File: src/rtl/seg7_scan_driver.sv
// Time-multiplexed N-digit 7-segment scan driver with hex decode, leading-zero
// suppression, an inter-digit guard interval and a frame-synchronous double buffer.
module seg7_scan_driver #(
  parameter int NUM_DIGITS     = 4,
  parameter int REFRESH_DIV    = 100000,
  parameter int GUARD          = 2,
  parameter bit SEG_ACTIVE_LOW = 1'b0,
  parameter bit DIG_ACTIVE_LOW = 1'b0
) (
  input  logic                    clk,
  input  logic                    rst_n,
  input  logic                    en,
  input  logic                    load,
  input  logic [4*NUM_DIGITS-1:0] value_in,
  input  logic [NUM_DIGITS-1:0]   dp_in,
  input  logic [NUM_DIGITS-1:0]   blank_in,
  input  logic                    lz_blank,
  output logic [6:0]              seg,
  output logic                    dp,
  output logic [NUM_DIGITS-1:0]   digit_en,
  output logic                    frame_done
);

  localparam int CW = (REFRESH_DIV > 1) ? $clog2(REFRESH_DIV) : 1;
  localparam int IW = (NUM_DIGITS > 1) ? $clog2(NUM_DIGITS) : 1;
  localparam logic [CW-1:0] CNT_MAX = CW'(REFRESH_DIV - 1);
  localparam logic [CW-1:0] GUARD_C = CW'(GUARD);
  localparam logic [IW-1:0] IDX_MAX = IW'(NUM_DIGITS - 1);
  localparam logic [6:0] SEG_OFF = {7{SEG_ACTIVE_LOW}};
  localparam logic [NUM_DIGITS-1:0] DIG_OFF = {NUM_DIGITS{DIG_ACTIVE_LOW}};

  logic [CW-1:0] cnt;
  logic [IW-1:0] idx;
  logic [4*NUM_DIGITS-1:0] pend_val, act_val;
  logic [NUM_DIGITS-1:0] pend_dp, pend_blank, act_dp, act_blank;
  logic pend_valid;

  logic term, wrap, transfer, dark;
  logic [3:0] cur_nib;
  logic cur_dp, cur_blank, lz_dark, all_zero;
  logic [NUM_DIGITS-1:0] onehot;

  function automatic logic [6:0] decode(input logic [3:0] h);
    case (h)
      4'h0: decode = 7'h7E;
      4'h1: decode = 7'h30;
      4'h2: decode = 7'h6D;
      4'h3: decode = 7'h79;
      4'h4: decode = 7'h33;
      4'h5: decode = 7'h5B;
      4'h6: decode = 7'h5F;
      4'h7: decode = 7'h70;
      4'h8: decode = 7'h7F;
      4'h9: decode = 7'h7B;
      4'hA: decode = 7'h77;
      4'hB: decode = 7'h1F;
      4'hC: decode = 7'h4E;
      4'hD: decode = 7'h3D;
      4'hE: decode = 7'h4F;
      default: decode = 7'h47;
    endcase
  endfunction

  assign term     = (cnt == CNT_MAX);
  assign wrap     = en && term && (idx == IDX_MAX);
  assign transfer = pend_valid && (wrap || !en);

  // Walk from the most significant digit down so all_zero tracks "this digit and everything above it is 0".
  always_comb begin
    cur_nib   = 4'h0;
    cur_dp    = 1'b0;
    cur_blank = 1'b0;
    lz_dark   = 1'b0;
    all_zero  = 1'b1;
    onehot    = '0;
    for (int k = NUM_DIGITS - 1; k >= 0; k--) begin
      all_zero = all_zero && (act_val[4*k +: 4] == 4'h0);
      if (idx == IW'(k)) begin
        cur_nib   = act_val[4*k +: 4];
        cur_dp    = act_dp[k];
        cur_blank = act_blank[k];
        lz_dark   = lz_blank && (k > 0) && all_zero;
        onehot[k] = 1'b1;
      end
    end
    dark = !en || cur_blank || lz_dark || (cnt < GUARD_C);
  end

  always_ff @(posedge clk or negedge rst_n) begin
    if (!rst_n) begin
      cnt        <= '0;
      idx        <= '0;
      frame_done <= 1'b0;
    end else if (!en) begin
      cnt        <= '0;
      idx        <= '0;
      frame_done <= 1'b0;
    end else begin
      frame_done <= wrap;
      if (term) begin
        cnt <= '0;
        idx <= (idx == IDX_MAX) ? '0 : idx + IW'(1);
      end else begin
        cnt <= cnt + CW'(1);
      end
    end
  end

  // A load coinciding with a transfer lands in pending and keeps pending_valid set.
  always_ff @(posedge clk or negedge rst_n) begin
    if (!rst_n) begin
      pend_val   <= '0;
      pend_dp    <= '0;
      pend_blank <= '0;
      pend_valid <= 1'b0;
      act_val    <= '0;
      act_dp     <= '0;
      act_blank  <= '0;
    end else begin
      if (transfer) begin
        act_val   <= pend_val;
        act_dp    <= pend_dp;
        act_blank <= pend_blank;
      end
      if (load) begin
        pend_val   <= value_in;
        pend_dp    <= dp_in;
        pend_blank <= blank_in;
        pend_valid <= 1'b1;
      end else if (transfer) begin
        pend_valid <= 1'b0;
      end
    end
  end

  always_ff @(posedge clk or negedge rst_n) begin
    if (!rst_n) begin
      seg      <= SEG_OFF;
      dp       <= SEG_ACTIVE_LOW;
      digit_en <= DIG_OFF;
    end else begin
      seg      <= (dark ? 7'h00 : decode(cur_nib)) ^ SEG_OFF;
      dp       <= (!dark && cur_dp) ^ SEG_ACTIVE_LOW;
      digit_en <= (dark ? '0 : onehot) ^ DIG_OFF;
    end
  end

endmodule

File: config.mk
export PLATFORM = sky130hd
export DESIGN_NAME = seg7_scan_driver
export DESIGN_NICKNAME = d
export VERILOG_FILES = /design/src/rtl/seg7_scan_driver.sv
export SDC_FILE = /design/constraint.sdc
export NUM_CORES = 1
export LEC_CHECK = 0
export ABC_AREA = 0
export CORE_ASPECT_RATIO = 0.7
export CORE_MARGIN = 2
export CORE_UTILIZATION = 51
export CTS_CLUSTER_DIAMETER = 40
export DETAILED_ROUTE_END_ITERATION = 8
export GPL_TIMING_DRIVEN = 0
export PLACE_DENSITY_LB_ADDON = 0.3
export REMOVE_ABC_BUFFERS = 1
export SYNTH_ARGS = -nofsm -noshare
export SYNTH_HDL_FRONTEND = slang
export SYNTH_SLANG_ARGS = --single-unit
File: constraint.sdc
create_clock -name clk -period 2.29 [get_ports clk]
set_clock_uncertainty 0.15 [all_clocks]
set_input_delay 0.229 -clock clk [delete_from_list [all_inputs] [get_ports clk]]
set_output_delay 0.229 -clock clk [all_outputs]
set_load 0.005 [all_outputs]
; Word-level counts from Yosys, hierarchy flattened
; Memories as Yosys holds them, arrays and structs flattened.
; Cells that the tools add are included.
[totals]
reg_bits = 81
wordCells = 72
rom_bits = 112
input_bits = 29
n_memories = 1
ram_bits = 0
latch_bits = 0
[classes]
n_addsub = 2
mux = 30
n_shift = 0
n_div = 0
magnitude_cmp = 1
n_bitwise = 0
n_reduce_logical = 20
n_mul = 0
n_eq_ne = 5
[mem_list]
columns = name, words, width, read_ports, rd_clocked_by_memory_dff, wr, line_no
row1 = (name not given), 16, 7, 1, 0, 0, 44  ; case (h)
[ops]
columns = op, count
row1 = $mux 17, 2
row2 = $mux 4, 5
row3 = $mux 1, 19
row4 = $add 17x1->17 const B, 1
row5 = $eq 17x17->1 const B, 1
row6 = $lt 17x2->1 const B, 1
row7 = $logic_not 4->1, 3
row8 = $logic_and 1x1->1, 9
row9 = $mux 7, 1
row10 = $mux 2, 3
row11 = $eq 2x2->1 const B, 2
row12 = $logic_or 1x1->1, 4
row13 = $add 2x1->2 const B, 1
row14 = $eq 2x1->1 const B, 1
row15 = $logic_not 1->1, 2
row16 = $logic_not 2->1, 1
row17 = $ne 2x1->1 const B, 1
row18 = $reduce_bool 2->1, 1

; Logic depth before layout (Yosys ltp)
; Gate-level depths: netlist (run 1).
[logic_depth]
word_depth = 10
depth_mapped = 11
ltp_nobuf = 10

; Worst setup path before layout (run 1)
; No wires, ideal clock.
[synth_path]
kind = reg-to-reg
start = register idx[0]
end = register seg[3]
setup_time_ps = 65
path_stages_with_launch = 12
arrival_ps = 2275
n_path_buf = 1
t_required_ps = 2075
path_slack_ps = -200
path_cell_list = dfrtp_1 inv_1 ha_1 buf_2 nor2b_2 a221oi_1 nor2_1 inv_1 ha_1 nor3b_1 a211oi_1 o21a_1
[synth_via]
elab_chain_cells = 9
[synth_rtl]
columns = item, line_no
row1 = "start, declared", 33  ; logic [IW-1:0] idx;
row2 = "start signal, assigned", 102  ; idx <= (idx == IDX_MAX) ? '0 : idx + IW'(1);
row3 = branches (longest 8 deep; another with $mem_v2 16x7), n/a
row4 = $mux 7 (*), 142  ; seg <= (dark ? 7'h00 : decode(cur_nib)) ^ SEG_OFF;
row5 = "end signal, assigned", 142
row6 = "end, declared", 18  ; output logic [6:0] seg,
; Mark *: on every way between the ends.
; A chain may end at the register's enable or synchronous reset.

; Final worst setup path (run 1)
[layout_path]
start = register idx[0]
end = register seg[6]
; Same word-level chain as after synthesis.

==> results of run 1 <==
[cell families after synthesis]
kind of cell	after synthesis	share of synthesized area
adder cells (fa/ha/maj)	11	0.03578
buffers and inverters	21	0.03318
AO/OA/AOI/OAI	31	0.06636
AND/OR/NAND/NOR	93	0.1331
flip-flops	81	0.5270
multiplexers	52	0.1705
XOR/XNOR	15	0.03416
[cells in the final DEF (no fill, tap or decap), drive strengths merged, types with 2 or more instances in the layout]
cell type / count
nand2: 10
clkbuf: 12
o211ai: 2
o311a: 2
a21oi: 4
nand3: 8
nand4: 5
nand2b: 4
nor2b: 4
or2: 2
nor2: 27
o22ai: 2
clkinv: 2
nor3: 9
nor3b: 5
o21a: 2
mux2: 48
xnor2: 8
clkinvlp: 2
inv: 9
a31o: 3
xor2: 7
nor4: 3
ha: 11
mux2i: 4
clkdlybuf4s50: 40
and2: 6
and3: 6
a221oi: 4
buf: 25
a211oi: 4
dfrtp: 81
[layer usage]
| metal | GRT usage | wire length [um] | vias up |
|---|---|---|---|
| met3 | 0.06463 | 409 | 11 |
| met2 | 0.3101 | 3587 | 71 |
| li1 | - | - | 1225 |
| met5 | 0 | 0 | - |
| met1 | 0.2884 | 3602 | 1330 |
| met4 | 0.06026 | 118 | 0 |
[stage by stage]
stage | total power [W] | hold slack [ns]
final | 0.003246 | 0.2073
after global routing | 0.003423 | 0.2455
after CTS | 0.003226 | 0.2100
after detailed placement | 0.002208 | 0.06583
after global placement | 0.002183 | 0.3028
after floorplan | 0.002007 | -0.2166
[layout make-up]
type | count | area [um2] | area share
sequential | 81 | 2028 | 0.4103
clock inverter | 4 | 28.78 | 0.005821
inverter | 9 | 36.28 | 0.007340
clock buffer | 12 | 145.1 | 0.02936
tap | 98 | 122.6 | 0.02480
multi-input combinational | 203 | 1936 | 0.3915
timing repair buffer | 66 | 646.9 | 0.1309
[registers in the layout, indices dropped and copies added (netlist names)]
| name | count |
|---|---|
| pend_valid | 1 |
| pend_dp | 4 |
| frame_done | 1 |
| pend_val | 16 |
| digit_en | 4 |
| idx | 2 |
| cnt | 17 |
| seg | 7 |
| act_dp | 4 |
| dp | 1 |
| pend_blank | 4 |
| act_val | 16 |
| act_blank | 4 |
[what timing repair did]
| action | 4_1_cts | 5_1_grt |
|---|---|---|
| cloned | 1 | 0 |
| setup buffers | 19 | 4 |
| hold buffers | 1 | 0 |
| resized for setup | 37 | 13 |
| endpoints found under the hold margin | 34 | 0 |
| endpoints found under the setup margin | 35 | 49 |
| pin swaps | 12 | 3 |
[worst max-delay path: cells and delay by family (launching register included)]
family	cells	cell delay, ns
AND/OR/NAND/NOR	3	0.45
adder cells (fa/ha/maj)	2	0.43
buffers and inverters	2	0.20
flip-flops	1	0.48
AO/OA/AOI/OAI	2	0.54
[power breakdown]
group / total, W / internal (W) / switching, W
Sequential: 0.00168 / 0.00157 / 0.000110
Combinational: 0.000631 / 0.000368 / 0.000264
Clock: 0.000931 / 0.000424 / 0.000508
Total: 0.00325 / 0.00236 / 0.000882
[how the worst max path moves through the flow]
stage	from	end	slack, ns	cells after the start
2_1_floorplan	cnt[0]	act_blank[0]	-0.43	6
3_5_place_dp	cnt[0]	act_blank[0]	-0.86	6
4_1_cts	idx[0]	seg[3]	-0.04	9
5_1_grt	idx[0]	seg[1]	-0.22	10
3_3_place_gp	rst_n	pend_val[8]	-1.94	1
6_report	idx[0]	seg[6]	-0.11	9
==> impl_summary.txt, run 1 <==
----------------------------------------------------
[Global route]
  Gr usage total ... 0.2062
  Overflow after GRT ... 0
  Largest net degree at the start of global routing ... 48
  Antenna violations before repair ... 0
  Wire length of the first global-routing pass ... 12,960 um
  Via count of the first global-routing pass ... 2,552

[Drt]
  Number of vias per cell ... 5.575
  First-pass iteration count of the detailed router ... 4
  Number of vias after detailed routing ... 2,637
  Routed len/inst ... 16.32 um
  Routed WL ... just under 8000 um
  Iteration-0 DRC count of the detailed router ... ~120
  Count of nets left with antenna violations after detail routing ... 0
  Post-detailed-route DRC marker count ... 0

[Run]
  Number of violations of the max-capacitance limit ... 0

[Die]
  Chip height ... 76.66 um
  Die ar. ... 8263 um2
  I/O pin count ... 42
  Core area ... between 7000 and 8000 um2
  Die outline width ... between 100 and 150 um
  Initial Utilization ... 0.5278
  Number of core rows ... 26

[Setup path]
  Maximum fanout along the worst path ... 5
  CP startpoint kind ... flop
  Endpoint of the worst register-to-register path ... seg[6]
  CP Data Required Time ... 2.38 ns
  Cells on worst reg2reg path ... 9
  Arrival time worst endpoint ... roughly 2.5 ns
  Maximum cell stage delay along the critical path ... 0.48 ns
  Reg-to-reg slack, setup ... -0.11 ns
  Critical path class ... reg2reg
  Launch instance of the worst register-to-register path ... idx[0]
  Kind of end point of the critical path ... flop
  Cell-by-cell listing of the critical path ... inv_4 -> ha_4 -> or2_4 -> a221oi_4 -> nor2_4 -> inv_1 -> ha_2 -> nor3b_1 -> o31a_1
  CP max-delay cell ... dfrtp_2

[Placed design]
  HPWL Detailed ... 4726 um
  Instance area after placement ... between 4000 and 5000 um2
  GPL Wtd Cong ... 0.9064
  Worst setup timing slack at the placement stage ... -0.8621 ns
  Cell total after placement ... around 430
  Number of I/O port buffers ... a little over 40

[Final layout]
  Final core area utilization ... 0.6784
  Fraction of layout cells with a size suffix above 1 ... 0.3467
  # nets final ... 410
  Filler-free cell count of the finished design ... 473
  Layout Area Growth over Synthesis ... 28.53%
  Layout fillers ... 520
  Number of antenna cells inserted ... 0
  Finished Cell Area ... a little under 5000 um2

[Clock tree]
  CTS Buf Count ... 9
  Skew-Pair Late Insertion Delay ... 0.37 ns
  Clock sinks ... 81
  Clock tree root buffer cell ... clkbuf_8
  Largest buffer count on any clock path ... 2
  H-tree depth reported by CTS ... 3
  Clock-pin transition on the worst setup and hold timing paths ... 0.09 ns
  TritonCTS clock tree ... yes

[Timing]
  Count of final setup violators ... 6
  Hold Violations, Final ... 0
  Max-Slew Margin vs Limit ... 0.2490
  Tmin final ... roughly 2.4 ns
  Number of pins exceeding their max-slew limit in the final report ... 0
  Slew at the pin closest to its max-slew limit ... 1.123 ns
  Highest achievable clock rate ... 0.4170 GHz
  Final setup slack of the worst path ... -0.1079 ns
  Ratio of final minimum period to clock period ... 1.047
  Sum of negative setup slack ... -0.4272 ns
  RSZ-0062 raised after global routing ... yes

[Logic synthesis]
  Seq/Total Area, Yosys ... 0.5270
  Post-synthesis area per instance ... 12.65 um2
  Synth warn ... 0
  Top cell type's share of synthesized area ... 0.5270
  Leading register cell type out of synthesis ... dfrtp_1
  Share of flip-flops with an asynchronous set or reset after synthesis ... 1.000
  Register bit total from synthesis ... 81
  Most used standard cells in the synthesized netlist ... dfrtp_1 (81), mux2_2 (28), nor2_1 (27)
  Dominant cell by count in the synthesized netlist ... dfrtp_1
  Synthesized area ... 3846 um2
  Library cells used by synthesis ... 55
  Most area-consuming cells after synthesis ... dfrtp_1 (53%), mux2_2 (8.2%), mux2_4 (7.8%), ha_1 (3.6%), nor2_1 (2.6%)
  Number of flops mapped to enable cells by yosys ... 0
  Synth area leader ... dfrtp_1
  Number of instances in the synthesized netlist ... 304

[Pwr]
  Power per Cell Area ... ~660 nW/um2
  Leakage power ... 2.106 nW
  Peak supply drop ... around 480 uV

[Run status]
  Run status ... finished, violations left
  Violated checks ... negative setup slack

[Min path]
  Min-Delay Path Class ... in2async

----------------------------------------------------
(Power assumes the default switching activity.)
==> run 2: changes to the inputs <==
CORE_ASPECT_RATIO = 1.5   (was 0.7)
CORE_UTILIZATION = 40   (was 51)
==> impl_summary.txt, run 2 (same netlist as run 1, synthesis figures left out) <==
----------------------------------------------------
[Drt]
  Number of vias after detailed routing ... 2,654
  First-pass iteration count of the detailed router ... 4
  Number of vias per cell ... 5.405
  Post-detailed-route DRC marker count ... 0
  Count of nets left with antenna violations after detail routing ... 0
  Iteration-0 DRC count of the detailed router ... 210
  Routed len/inst ... 16.88 um
  Routed WL ... 8288 um

[Global route]
  Gr usage total ... 0.1628
  Wire length of the first global-routing pass ... 13,020 um
  Antenna violations before repair ... 0
  Overflow after GRT ... 0
  Via count of the first global-routing pass ... 2,686
  Largest net degree at the start of global routing ... 56

[Timing]
  Count of final setup violators ... 5
  Sum of negative setup slack ... -0.2906 ns
  Max-Slew Margin vs Limit ... 0.2287
  Final setup slack of the worst path ... -0.1043 ns
  Tmin final ... 2.394 ns
  Slew at the pin closest to its max-slew limit ... 1.153 ns
  Hold Violations, Final ... 0
  Number of pins exceeding their max-slew limit in the final report ... 0
  Ratio of final minimum period to clock period ... 1.046
  Highest achievable clock rate ... between 0.4 and 0.5 GHz
  RSZ-0062 raised after global routing ... yes

[Final layout]
  Final core area utilization ... 0.5510
  # nets final ... 414
  Area taken by multi-input logic gates ... approximately 1900 um2
  Max reg flops ... 17
  Number of antenna cells inserted ... 0
  Most common library cell in the layout ignoring fill and taps ... dfrtp_1
  Layout fillers ... approximately 740
  Largest reg by FF count ... cnt
  Area of all sequential standard cells ... 2028 um2
  Largest registers ranked by flip-flop count ... cnt: 17 flops, act_val: 16 flops, pend_val: 16 flops
  Most frequent cells in the layout ... dfrtp_1 (80), clkdlybuf4s50_1 (40), mux2_2 (28)
  Fraction of layout cells with a size suffix above 1 ... 0.3430
  Layout Area Growth over Synthesis ... 33.34%

[Clock tree]
  Clock sinks ... between 80 and 90
  Largest buffer count on any clock path ... 2
  Clock-pin transition on the worst setup and hold timing paths ... 0.06 ns
  H-tree depth reported by CTS ... 3
  CTS Buf Count ... 9
  Clock tree root buffer cell ... clkbuf_16
  TritonCTS clock tree ... yes
  Skew-Pair Late Insertion Delay ... 0.33 ns

[Setup path]
  Maximum fanout along the worst path ... 5
  Maximum cell stage delay along the critical path ... roughly 0.47 ns
  Kind of end point of the critical path ... flop
  Arrival time worst endpoint ... ~2.5 ns
  Top Family by Delay on Critical Path ... compound AO/OA/AOI/OAI gates
  CP max-delay cell ... dfrtp_2
  Cell-by-cell listing of the critical path ... buf_4 -> ha_4 -> nor2b_4 -> a221oi_2 -> nor2_2 -> buf_6 -> ha_4 -> nor3b_2 -> a211oi_1 -> o21a_1
  CP startpoint kind ... flop
  CP Data Required Time ... 2.40 ns
  Crit-path most repeated cell ... ha_4
  CP Buf/Inv Count ... 2
  Critical path class ... reg2reg

[Die]
  Die outline width ... 84.07 um
  Initial Utilization ... 0.4132
  I/O pin count ... 42
  Number of core rows ... between 40 and 50
  Chip height ... about 120 um
  Core area ... 9308 um2
  Die ar. ... 10,430 um2

[Run]
  Number of violations of the max-capacitance limit ... 0

[Pwr]
  Leakage power ... 2.201 nW
  Power per Cell Area ... 740.2 nW/um2
  Peak supply drop ... 461.0 uV

[Run status]
  Run status ... finished, violations left
  Violated checks ... negative setup slack

[Placed design]
  Number of I/O port buffers ... a little over 40
  HPWL Detailed ... around 5200 um
  GPL Wtd Cong ... between 0.8 and 0.9

[Min path]
  Min-Delay Path Class ... in2async

----------------------------------------------------
## run 2: worst register-to-register path, cell delays in order, from the launching register on
cell and delay [ns]:
dfrtp_2 0.47, buf_4 0.17, ha_4 0.15, nor2b_4 0.15, a221oi_2 0.24, nor2_2 0.10, buf_6 0.15, ha_4 0.16
nor3b_2 0.16, a211oi_1 0.25, o21a_1 0.19
## run 2: timing repair
item | 4_1_cts | 5_1_grt
cloned | 3 | 0
pin swaps | 12 | 9
hold endpoints to repair | 26 | 0
resized for setup | 37 | 10
setup buffers | 15 | 10
setup endpoints to repair | 34 | 32
hold buffers | 1 | 0
## run 2: path summary, 6_finish.rpt
kind                              end  startpoint  slack, ns  cells after the start
min in group clk               cnt[0]      cnt[0]       0.32                      1
min reg2reg                    cnt[0]      cnt[0]       0.32                      1
min                        act_val[1]       rst_n       0.21                      2
max in group asynchronous      idx[0]       rst_n       1.18                      3
max reg2reg                    seg[3]      idx[0]      -0.10                     10
max                            seg[3]      idx[0]      -0.10                     10
## run 2: cell type report
class	instances	share of cell area
timing repair buffer	68	0.1305
sequential	81	0.3955
multi-input combinational	205	0.3779
clock inverter	4	0.009758
inverter	9	0.007075
clock buffer	12	0.05196
tap	112	0.02732
## run 2: where the power goes
| part | switching [W] | leakage, nW | internal [W] |
|---|---|---|---|
| registers | 0.000116 | 1.01 | 0.00158 |
| clock network | 0.000537 | 0.151 | 0.000931 |
| logic | 0.000268 | 1.04 | 0.000370 |
## run 2: metrics by stage
| stage | power (W) | cell area (um2) | instances | setup slack, ns | hold slack (ns) |
|---|---|---|---|---|---|
| finish | 0.003796 | 5129 | 491 | -0.1043 | 0.2106 |
| CTS | 0.003798 | 4994 | 481 | -0.04484 | 0.2226 |
| global placement | 0.002207 | 4303 | 445 | -1.974 | 0.2955 |
| global route | 0.003963 | 5129 | 491 | -0.1574 | 0.2422 |
| floorplan | 0.002007 | 3752 | 292 | -0.4323 | -0.2166 |
| detailed placement | 0.002225 | 4328 | 446 | -0.8299 | 0.02413 |
## run 2: layer usage
metal  track usage  share of wire  routed length (um)
met5             0              0                   0
met4       0.08569          0.031                 259
met3       0.03247          0.035                 290
met2        0.3056           0.55                4584
met1        0.1704           0.38                3154
==> run 3: changes to the inputs <==
CORE_UTILIZATION = 51   (was 40)
PLACE_DENSITY = 0.72   (was unset)
PLACE_DENSITY_LB_ADDON = unset   (was 0.3)
==> impl_summary.txt, run 3 (same netlist as run 1, synthesis figures left out) <==
----------------------------------------------------
[Run status]
  Run status ... finished, violations left
  Violated checks ... negative setup slack

[Clock tree]
  TritonCTS clock tree ... yes
  Clock tree root buffer cell ... clkbuf_8
  Clock-pin transition on the worst setup and hold timing paths ... 0.08 ns
  H-tree depth reported by CTS ... 3
  Largest buffer count on any clock path ... 2
  Skew-Pair Late Insertion Delay ... 0.36 ns
  Clock sinks ... 81
  CTS Buf Count ... 9

[Timing]
  Hold Violations, Final ... 0
  Highest achievable clock rate ... 0.4063 GHz
  Count of final setup violators ... 7
  Slew at the pin closest to its max-slew limit ... 1.201 ns
  Sum of negative setup slack ... -0.6811 ns
  Final setup slack of the worst path ... -0.1715 ns
  Number of pins exceeding their max-slew limit in the final report ... 0
  Ratio of final minimum period to clock period ... 1.075
  RSZ-0062 raised after global routing ... yes
  Max-Slew Margin vs Limit ... 0.1966
  Tmin final ... 2.461 ns
  Worst hold slack ... 0.08004 ns

[Placed design]
  Instance area after placement ... 4313 um2
  Cell total after placement ... 434
  Number of I/O port buffers ... slightly above 40
  GPL Wtd Cong ... 0.9205
  HPWL Detailed ... 5000 um

[Drt]
  Wire length on met1 ... 3265 um
  First-pass iteration count of the detailed router ... 4
  Top sig layer ... met4
  Iteration-0 DRC count of the detailed router ... 162
  Routed WL ... between 8000 and 9000 um
  Number of vias per cell ... between 5 and 6
  Count of nets left with antenna violations after detail routing ... 0
  Detailed route wirelength on metal3 ... 291 um
  Routed wire length on met2 ... 4667 um
  Post-detailed-route DRC marker count ... 0
  Routed len/inst ... ~18 um
  Number of vias after detailed routing ... 2,642

[Pwr]
  Leakage power ... roughly 2.2 nW
  Net switching power figure ... 0.0009197 W
  Peak supply drop ... roughly 450 uV
  Power Internal ... 0.002489 W
  Sequential share of power ... 0.497
  Switching part of the total power ... 0.2698
  Share of total power in the clock network ... 0.307
  Power per Cell Area ... slightly below 700 nW/um2
  Share of total power in combinational logic ... 0.196

[Setup path]
  CP startpoint kind ... flop
  Critical path class ... reg2reg
  Maximum fanout along the worst path ... 7
  CP Data Required Time ... 2.39 ns
  Arrival time worst endpoint ... between 2 and 3 ns
  Kind of end point of the critical path ... flop

[Final layout]
  Largest reg by FF count ... cnt
  Max reg flops ... 17
  Filler-free cell count of the finished design ... 480
  Final core area utilization ... 0.6918
  Largest registers ranked by flip-flop count ... cnt: 17 flops, act_val: 16 flops, pend_val: 16 flops
  Finished Cell Area ... a little over 5000 um2
  Layout fillers ... about 500
  Most frequent cells in the layout ... dfrtp_1 (80), clkdlybuf4s50_1 (40), mux2_2 (28)
  # nets final ... 415
  Most common library cell in the layout ignoring fill and taps ... dfrtp_1
  Fraction of layout cells with a size suffix above 1 ... 0.3447
  Number of antenna cells inserted ... 0
  Layout Area Growth over Synthesis ... 30.84%

[Global route]
  Wire length of the first global-routing pass ... 13,280 um
  Largest net degree at the start of global routing ... 74
  Overflow after GRT ... 0
  Gr usage total ... 0.2199
  Antenna violations before repair ... 0
  Via count of the first global-routing pass ... 2,667

[Min path]
  Min-Delay Path Class ... in2async

[Die]
  Core area ... 7274 um2
  Chip height ... 110.4 um
  I/O pin count ... 42
  Die outline width ... ~75 um
  Number of core rows ... 38
  Die ar. ... a little over 8000 um2
  Initial Utilization ... 0.5287

[Run]
  Number of violations of the max-capacitance limit ... 0

----------------------------------------------------
[run 3: changes by cell type in the layout (fill, tap and decap cells not counted), moves of 2 or more]
cell / before / now
buf_4: 21 / 23
buf_6: 3 / 1
clkbuf_8: 3 / 10
clkbuf_1: 0 / 2
buf_12: 2 / 4
clkbuf_16: 9 / 0
[run 3: metal layers]
metal	vias up	global-route usage
li1	1233	-
met5	-	0
met3	33	0.04455
met1	1306	0.2517
met2	70	0.3784
met4	0	0.1161
[run 3: per-stage QoR]
step | setup slack [ns] | power (W)
final | -0.1715 | 0.003409
after detailed placement | -0.8713 | 0.002223
after global routing | -0.2514 | 0.003560
after global placement | -1.965 | 0.002201
after floorplan | -0.4323 | 0.002007
after CTS | -0.06665 | 0.003330
[run 3: worst paths after layout]
kind	slack, ns	from	cells after the start	to
hold reg to reg	0.32	cnt[0]	1	cnt[0]
max in group asynchronous	1.30	rst_n	3	idx[0]
setup reg to reg	-0.17	idx[0]	9	seg[3]
setup / recovery	-0.17	idx[0]	9	seg[3]
min in group clk	0.32	cnt[0]	1	cnt[0]
hold / removal	0.08	rst_n	2	act_val[8]
[run 3: power groups by stage]
stage                     clock network (W)  logic, W  registers, W
after floorplan                           0  0.000344       0.00166
after global placement                    0  0.000502       0.00170
after detailed placement                  0  0.000521       0.00170
after CTS                           0.00107  0.000570       0.00169
after global routing                0.00113  0.000721       0.00171
final                               0.00105  0.000668       0.00169
[run 3: cell type report]
cell class | count | area, um2 | share of cell area
timing repair buffer | 70 | 701.9 | 0.1395
sequential | 81 | 2028 | 0.4030
clock inverter | 4 | 52.55 | 0.01044
tap | 100 | 125.1 | 0.02486
multi-input combinational | 204 | 1946 | 0.3866
inverter | 9 | 33.78 | 0.006713
clock buffer | 12 | 145.1 | 0.02884
[run 3: worst max-delay path: stages (launching register included)]
cell      delay (ns)
dfrtp_2         0.45
buf_6           0.14
ha_4            0.17
or2_4           0.29
a221oi_4        0.29
nor2_4          0.11
ha_4            0.29
nor3b_4         0.21
a211oi_2        0.08
o21a_1          0.19
[run 3: repair_timing]
action	CTS	global route
cloned	2	0
resized for setup	28	19
pin swaps	6	5
endpoints found under the hold margin	81	0
endpoints found under the setup margin	34	31
setup buffers	16	11
hold buffers	1	0
